File: src/rtl/lbist_reg.sv
// lbist_reg: register-bus front end for the LBIST core. It holds the run
// configuration, runs the level-sensitive start/done handshake with the core,
// captures and checks the final signature, and raises the interrupt.
module lbist_reg #(
  parameter int RUN_CNT_W = 8
) (
  input  logic        mclk,
  input  logic        srst,
  input  logic        reg_cs,
  input  logic        reg_wr,
  input  logic [2:0]  reg_addr,
  input  logic [3:0]  reg_be,
  input  logic [31:0] reg_wdata,
  output logic [31:0] reg_rdata,
  output logic        reg_ack,
  output logic        lbist_start,
  output logic [15:0] cfg_lbist_pat,
  output logic [15:0] cfg_chain_depth,
  output logic        lbist_srst,
  input  logic        lbist_done,
  input  logic [31:0] lbist_sig,
  output logic        lbist_intr
);

  typedef enum logic [1:0] {
    IDLE    = 2'd0,
    ARM     = 2'd1,
    RUN     = 2'd2,
    CAPTURE = 2'd3
  } state_t;

  state_t               state;
  state_t               state_nxt;
  logic                 ack;
  logic [31:0]          rdata;
  logic                 srst_pulse;
  logic                 done_q;
  logic                 intr_en;
  logic                 done_st;
  logic                 pass;
  logic                 fail;
  logic [RUN_CNT_W-1:0] run_cnt;
  logic [31:0]          cfg;
  logic [31:0]          sig;
  logic [31:0]          exp_sig;
  logic [31:0]          rd_val;

  logic accept;
  logic wr_acc;
  logic rd_acc;
  logic ctrl_wr;
  logic start_req;
  logic abort_req;
  logic w1c_done;
  logic busy;
  logic capture;

  // Overlay the enabled bytes of a write onto the current register value.
  function automatic logic [31:0] be_merge(input logic [31:0] old,
                                           input logic [31:0] wdata,
                                           input logic [3:0]  be);
    logic [31:0] res;
    res = old;
    for (int i = 0; i < 4; i++) begin
      if (be[i]) res[8*i +: 8] = wdata[8*i +: 8];
    end
    return res;
  endfunction

  // An access is taken only while no ack is pending, so back-to-back selects
  // are served every other cycle. All side effects land on the accepting edge.
  assign accept    = reg_cs & ~ack;
  assign wr_acc    = accept & reg_wr;
  assign rd_acc    = accept & ~reg_wr;
  assign ctrl_wr   = wr_acc & (reg_addr == 3'd0) & reg_be[0];
  assign start_req = ctrl_wr & reg_wdata[0];
  assign abort_req = ctrl_wr & reg_wdata[1];
  assign w1c_done  = wr_acc & (reg_addr == 3'd1) & reg_be[0] & reg_wdata[1];
  assign busy      = (state != IDLE);
  // An abort landing on the capture cycle suppresses the capture.
  assign capture   = (state == CAPTURE) & ~abort_req;

  assign reg_ack         = ack;
  assign reg_rdata       = rdata;
  assign lbist_srst      = srst_pulse;
  assign cfg_lbist_pat   = cfg[15:0];
  assign cfg_chain_depth = cfg[31:16];
  assign lbist_intr      = intr_en & done_st;

  // State register and the single synchronising stage for the core's done level.
  always_ff @(posedge mclk) begin
    if (srst) begin
      state  <= IDLE;
      done_q <= 1'b0;
    end else begin
      state  <= state_nxt;
      done_q <= lbist_done;
    end
  end

  // Next-state: abort wins everywhere; ARM waits for the core to drop done.
  always_comb begin
    state_nxt = state;
    if (abort_req) begin
      state_nxt = IDLE;
    end else begin
      case (state)
        IDLE:    if (start_req) state_nxt = ARM;
        ARM:     if (!done_q)   state_nxt = RUN;
        RUN:     if (done_q)    state_nxt = CAPTURE;
        CAPTURE: state_nxt = IDLE;
        default: state_nxt = IDLE;
      endcase
    end
  end

  // Start level is held through ARM and RUN and dropped for CAPTURE.
  always_comb begin
    lbist_start = (state == ARM) || (state == RUN);
  end

  // Register read mux; unmapped words read as zero.
  always_comb begin
    rd_val = '0;
    case (reg_addr)
      3'd0: rd_val[2] = intr_en;
      3'd1: begin
        rd_val[0]              = busy;
        rd_val[1]              = done_st;
        rd_val[2]              = pass;
        rd_val[3]              = fail;
        rd_val[8 +: RUN_CNT_W] = run_cnt;
      end
      3'd2:    rd_val = cfg;
      3'd3:    rd_val = sig;
      3'd4:    rd_val = exp_sig;
      default: rd_val = '0;
    endcase
  end

  // Bus response: one-cycle ack, read data only alongside it, abort pulse.
  always_ff @(posedge mclk) begin
    if (srst) begin
      ack        <= 1'b0;
      rdata      <= '0;
      srst_pulse <= 1'b0;
    end else begin
      ack        <= accept;
      rdata      <= rd_acc ? rd_val : '0;
      srst_pulse <= abort_req;
    end
  end

  // Configuration and status; config is frozen while a run is in flight.
  always_ff @(posedge mclk) begin
    if (srst) begin
      intr_en <= 1'b0;
      done_st <= 1'b0;
      pass    <= 1'b0;
      fail    <= 1'b0;
      run_cnt <= '0;
      cfg     <= '0;
      sig     <= '0;
      exp_sig <= '0;
    end else begin
      if (ctrl_wr) intr_en <= reg_wdata[2];
      if (wr_acc && (reg_addr == 3'd2) && !busy) cfg     <= be_merge(cfg, reg_wdata, reg_be);
      if (wr_acc && (reg_addr == 3'd4) && !busy) exp_sig <= be_merge(exp_sig, reg_wdata, reg_be);
      if (start_req && !busy) begin
        pass <= 1'b0;
        fail <= 1'b0;
      end
      // A capture on the same edge as a DONE clear leaves DONE set.
      if (capture) begin
        sig     <= lbist_sig;
        pass    <= (lbist_sig == exp_sig);
        fail    <= (lbist_sig != exp_sig);
        done_st <= 1'b1;
        if (run_cnt != {RUN_CNT_W{1'b1}}) run_cnt <= run_cnt + 1'b1;
      end else if (w1c_done) begin
        done_st <= 1'b0;
      end
    end
  end

endmodule

File: config.mk
export PLATFORM = sky130hd
export DESIGN_NAME = lbist_reg
export DESIGN_NICKNAME = d
export VERILOG_FILES = /design/src/rtl/lbist_reg.sv
export SDC_FILE = /design/constraint.sdc
export NUM_CORES = 1
export LEC_CHECK = 0
export CAP_MARGIN = 0
export CORE_ASPECT_RATIO = 1.1
export CORE_MARGIN = 3
export CORE_UTILIZATION = 25
export DETAILED_ROUTE_END_ITERATION = 8
export GPL_ROUTABILITY_DRIVEN = 0
export PLACE_DENSITY_LB_ADDON = 0.12
export SLEW_MARGIN = 30
export SYNTH_ARGS = -nofsm -noshare
export SYNTH_HDL_FRONTEND = slang
export SYNTH_SLANG_ARGS = --single-unit
File: constraint.sdc
create_clock -name mclk -period 2.3 [get_ports mclk]
set_clock_uncertainty 0.05 [all_clocks]
set_input_delay 0.23 -clock mclk [delete_from_list [all_inputs] [get_ports mclk]]
set_output_delay 0.23 -clock mclk [all_outputs]
set_load 0.005 [all_outputs]
==> results of run 1 <==
## per-stage QoR
step	hold WS, ps	setup TNS (ps)	area (sq um)	setup slack (ps)
floorplan	308	0	6120	619
global placement	396	0	8030	13.3
detailed placement	397	-7.63	8030	-7.63
CTS	164	0	8610	157
global route	184	0	8610	62.5
finish	171	0	8610	228
## flip-flops by register name, indices dropped and copies added (netlist names)
name,count
cfg,32
done_q,1
done_st,1
exp_sig,32
fail,1
intr_en,1
lbist_srst,1
pass,1
reg_ack,1
reg_rdata,32
run_cnt,8
sig,32
state,2
## synthesized netlist by cell type (6+ instances only)
master,n
xnor2_1,37
nand4_1,10
nor2b_1,7
a221oi_1,11
a22oi_1,31
nand3_1,67
dfxtp_1,145
ha_1,6
nor4_1,6
nand2_1,141
a21oi_1,119
buf_2,7
clkbuf_1,41
nor2_1,77
## cell families after synthesis
logic type / count (synthesis) / synth area share
AOI/OAI and AO/OA: 174 / 0.169
xor gates and xnor gates: 37 / 0.0529
adders and majority gates: 6 / 0.0123
buffers and inverters: 58 / 0.0407
DFF: 145 / 0.474
muxes: 5 / 0.0102
and+or+nand+nor: 328 / 0.240
## how the worst min path moves through the flow
| stage | startpoint | end | slack (ps) | cells past startpoint |
|---|---|---|---|---|
| 3_3_place_gp | sig[24] | sig[24] | 400 | 2 |
| 3_5_place_dp | sig[26] | sig[26] | 400 | 2 |
| 6_report | srst | run_cnt[2] | 170 | 2 |
| 4_1_cts | srst | run_cnt[2] | 160 | 2 |
| 2_1_floorplan | lbist_done | done_q | 310 | 1 |
| 5_1_grt | srst | run_cnt[2] | 180 | 2 |
## area by class of cell
cell class / count / area (sq um)
inverters: 5 / 18.8
well taps: 305 / 382
repair buffers: 181 / 1750
clock buffers: 22 / 474
multi-input cells: 550 / 2980
fillers: 2483 / 15200
flip-flops and latches: 145 / 2900
clock inverters: 9 / 108
## where the power goes
part           internal (mW)  leakage [nW]  switching, mW
Combinational          0.262          1.28          0.319
Sequential              2.54          1.17         0.0244
Clock                   1.68         0.282           1.10
Total                   4.48          2.74           1.45
## worst max-delay path: cells and delay by family, from the launching register on
| kind | cells | cell delay [ps] |
|---|---|---|
| buffers and inverters | 4 | 670 |
| DFF | 1 | 330 |
| adders and majority gates | 1 | 230 |
| and+or+nand+nor | 3 | 580 |
| AOI/OAI and AO/OA | 1 | 70 |
## routing by layer
layer | track usage | share of wire | vias up | routed length (um)
li1 | - | - | 2885 | -
met1 | 0.213 | 0.45 | 2708 | 9810
met2 | 0.280 | 0.49 | 171 | 10700
met3 | 0.0374 | 0.055 | 14 | 1200
met4 | 0.0426 | 0.011 | 0 | 238
met5 | 0 | 0 | - | 0
==> metrics.csv, run 1 <==
metric,value,unit
fin_cells,1217,
critPathLaunch,state[0],
cp.arrival,2310,ps
ys_warn_count,0,
cts_buffers,17,
synth_flop_cell,dfxtp_1,
clk_latency,430,ps
status,"finished, final reports clean",
synth_edf_count,0,
required,2540,ps
routedWlPerCell,18.1,um
gr-usage-all-layers,0.165,
syn_avg_cell_area,8.13,sq um
worst_pin_slew,825,ps
start_kind,register,
dieArea,26400,sq um
finalCriticalPeriod,2070,ps
clock_sinks,145,
yosysTopAreaCellShare,0.474,
reg2reg_depth,9,
core_area,23800,sq um
pin_count,144,
totalPowerFinal,5.92,mW
drtIter0Drc,295,
r2r-end,cfg[15],
finalWirelength,22000,um
postSynthNetCount,835,
post_synth_instance_area,6120,sq um
cts_tree,yes,
ant_nets,0,
dp_cells,1186,
dp_hpwl,16000,um
grt_max_degree,52,
synth_cell_types,41,
fmax,483,MHz
synth_area_leaders,"dfxtp_1, a21oi_1, nand2_1, nand3_1, xnor2_1",
port_buffers,143,
p_per_area,688,nW/um^2
vias,5778,
area_delta_synth_final,40.7,%
setup.worst_path.end,cfg[15],
final_nets,982,
die_h,170,um
path_max_fanout,10,
via_per_inst,4.75,
r2r_setup_slack,230,ps
max-cap-violations,0,
clk_path_buf_depth,2,
crit_chain,inv_1 -> ha_1 -> inv_1 -> nor4b_4 -> buf_4 -> buf_4 -> nand2_2 -> nand2_1 -> a21oi_1,
cp-end-kind,register,
grt_pass1_wl,33800,um
relSlewSlack,0.449,
drc_errors,0,
final_common_cell,dfxtp_1,
r2r-start,state[0],
postCtsSetupBuffers,0,
finalSetupViolCount,0,
overflow,0,
hold_buffers,0,
min_path_type,in2reg,
crit_path_max_incr_delay,330,ps
antenna_found_initial,0,
drive_above_1_share,0.0855,
mostFrequentLayoutCells,"dfxtp_1, clkdlybuf4s50_1, nand2_1, a21oi_1, nor2_1",
final_core_util,0.361,
syn_inst,753,
fp-row-count,59,
start_util,0.257,
drt_pass1_iterations,5,
crit_type,reg2reg,
async_reset_ff_frac,0,
cts.clk_slew.worst_paths,60,ps
ys_seq_elements,145,
post-route-period-util,0.901,
antenna_cells,0,
cts_root_buf,clkbuf_16,
cts_max_level,4,
slowest_stage,dfxtp_1,
grt_pass1_vias,5805,
yosys.area.top_type,dfxtp_1,
final_hold_viol_count,0,
die_w,155,um
ir_worst_vdd,0.441,mV
drv_slew,0,
p_leak,2.74,nW
ys_seq_area_frac,0.474,
cts_resized,0,
rsz0062_at_grt,false,
No activity file was read; power rests on OpenSTA's default activity.
==> inputs of run 2 (changes only) <==
- CTS_BUF_LIST: not set -> sky130_fd_sc_hd__clkbuf_8 sky130_fd_sc_hd__clkbuf_16
==> run 2 against run 1 <==
Routed wire length about the same. Power decreased by 0.15%. Non-clock buffer count unchanged. Critical path type unchanged. Register-to-register slack about the same. Final cell count unchanged.
==> metrics.csv, run 2 (synthesized netlist as in run 1, its figures left out) <==
metric,value,unit
status,"finished, final reports clean",
grt_pass1_wl,33800,um
min_path_type,in2reg,
drc_errors,0,
cp-end-kind,register,
p_seq_frac,0.434,
fmax,483,MHz
pin_count,144,
fin_cells,1217,
clockPowerShare,0.468,
cts_root_buf,clkbuf_16,
clock_sinks,145,
drt_pass1_iterations,5,
routedWlPerCell,18.1,um
fp-row-count,59,
antenna_cells,0,
p_comb_frac,0.098,
path_max_fanout,10,
final_core_util,0.361,
finalSetupViolCount,0,
ant_nets,0,
max-cap-violations,0,
finalWirelength,22000,um
cts_tree,yes,
dp_cells,1186,
ir_worst_vdd,0.440,mV
clk_path_buf_depth,2,
clk_latency,430,ps
required,2540,ps
fillers,2483,
postCtsSetupBuffers,0,
post-route-period-util,0.901,
core_area,23800,sq um
final.setup.tns,0,ps
relSlewSlack,0.449,
cts_max_level,4,
port_buffers,143,
overflow,0,
drv_slew,0,
p_sw_frac,0.244,
gr-usage-all-layers,0.165,
drtIter0Drc,288,
p_leak,2.74,nW
worst_pin_slew,825,ps
final_hold_viol_count,0,
final_common_cell,dfxtp_1,
cp.arrival,2310,ps
vias,5789,
area_delta_synth_final,40.7,%
rsz0062_at_grt,false,
crit_type,reg2reg,
p_per_area,687,nW/um^2
drive_above_1_share,0.0855,
dieArea,26400,sq um
start_kind,register,
p_int,4.47,mW
dp_hpwl,16000,um
die_h,170,um
p_sw,1.45,mW
finalCriticalPeriod,2070,ps
mostFrequentLayoutCells,"dfxtp_1, clkdlybuf4s50_1, nand2_1, a21oi_1, nor2_1",
grt_pass1_vias,5805,
place_area,8030,sq um
grt_max_degree,52,
start_util,0.257,
via_per_inst,4.76,
final_nets,982,
cts_buffers,17,
hold_buffers,0,
die_w,155,um
design_area,8610,sq um
antenna_found_initial,0,
cts.clk_slew.worst_paths,60,ps
==> run 2: layer usage <==
| metal | global-route usage | share of wire | up-vias |
|---|---|---|---|
| li1 | - | - | 2886 |
| met1 | 0.213 | 0.45 | 2715 |
| met2 | 0.280 | 0.49 | 174 |
| met3 | 0.0374 | 0.054 | 14 |
| met4 | 0.0426 | 0.011 | 0 |
| met5 | 0 | 0 | - |
==> run 2: cell type report <==
class / count / area, sq um / share of cell area
tap: 305 / 382 / 0.0443
clock buffer: 20 / 467 / 0.0542
inverter: 5 / 18.8 / 0.00218
clock inverter: 11 / 115 / 0.0134
sequential: 145 / 2900 / 0.337
timing repair buffer: 181 / 1750 / 0.203
multi-input combinational: 550 / 2980 / 0.345
==> run 2: worst paths after layout <==
path            start         end  slack (ps)  depth (start not counted)
max          state[0]     cfg[15]         230                          9
min              srst  run_cnt[2]         170                          2
max reg2reg  state[0]     cfg[15]         230                          9
min reg2reg   sig[23]     sig[23]         410                          2
==> run 2: worst max-delay path, cell delays in order (launching register included) <==
cell and delay (ps):
dfxtp_1 330, inv_1 130, ha_1 230, inv_1 140, nor4b_4 330, buf_4 220, buf_4 180, nand2_2 130
nand2_1 120, a21oi_1 70
==> run 2: metrics by stage <==
| stage | total power, mW | setup slack (ps) | hold WS (ps) |
|---|---|---|---|
| detailed placement | 3.21 | -7.63 | 397 |
| CTS | 5.98 | 157 | 164 |
| global placement | 3.21 | 13.3 | 396 |
| finish | 5.91 | 228 | 171 |
| floorplan | 2.88 | 619 | 308 |
| global route | 6.14 | 62.5 | 184 |
==> run 2: power by group through the flow <==
stage	clock network [mW]	logic (mW)	registers [mW]
global placement	0	0.590	2.62
CTS	2.83	0.588	2.56
finish	2.77	0.581	2.56
floorplan	0	0.265	2.61
detailed placement	0	0.585	2.62
global route	2.94	0.632	2.57
==> run 2: what timing repair did <==
item	4_1_cts	5_1_grt
endpoints found under the hold margin	0	0
resized for setup	0	1
endpoints found under the setup margin	0	3
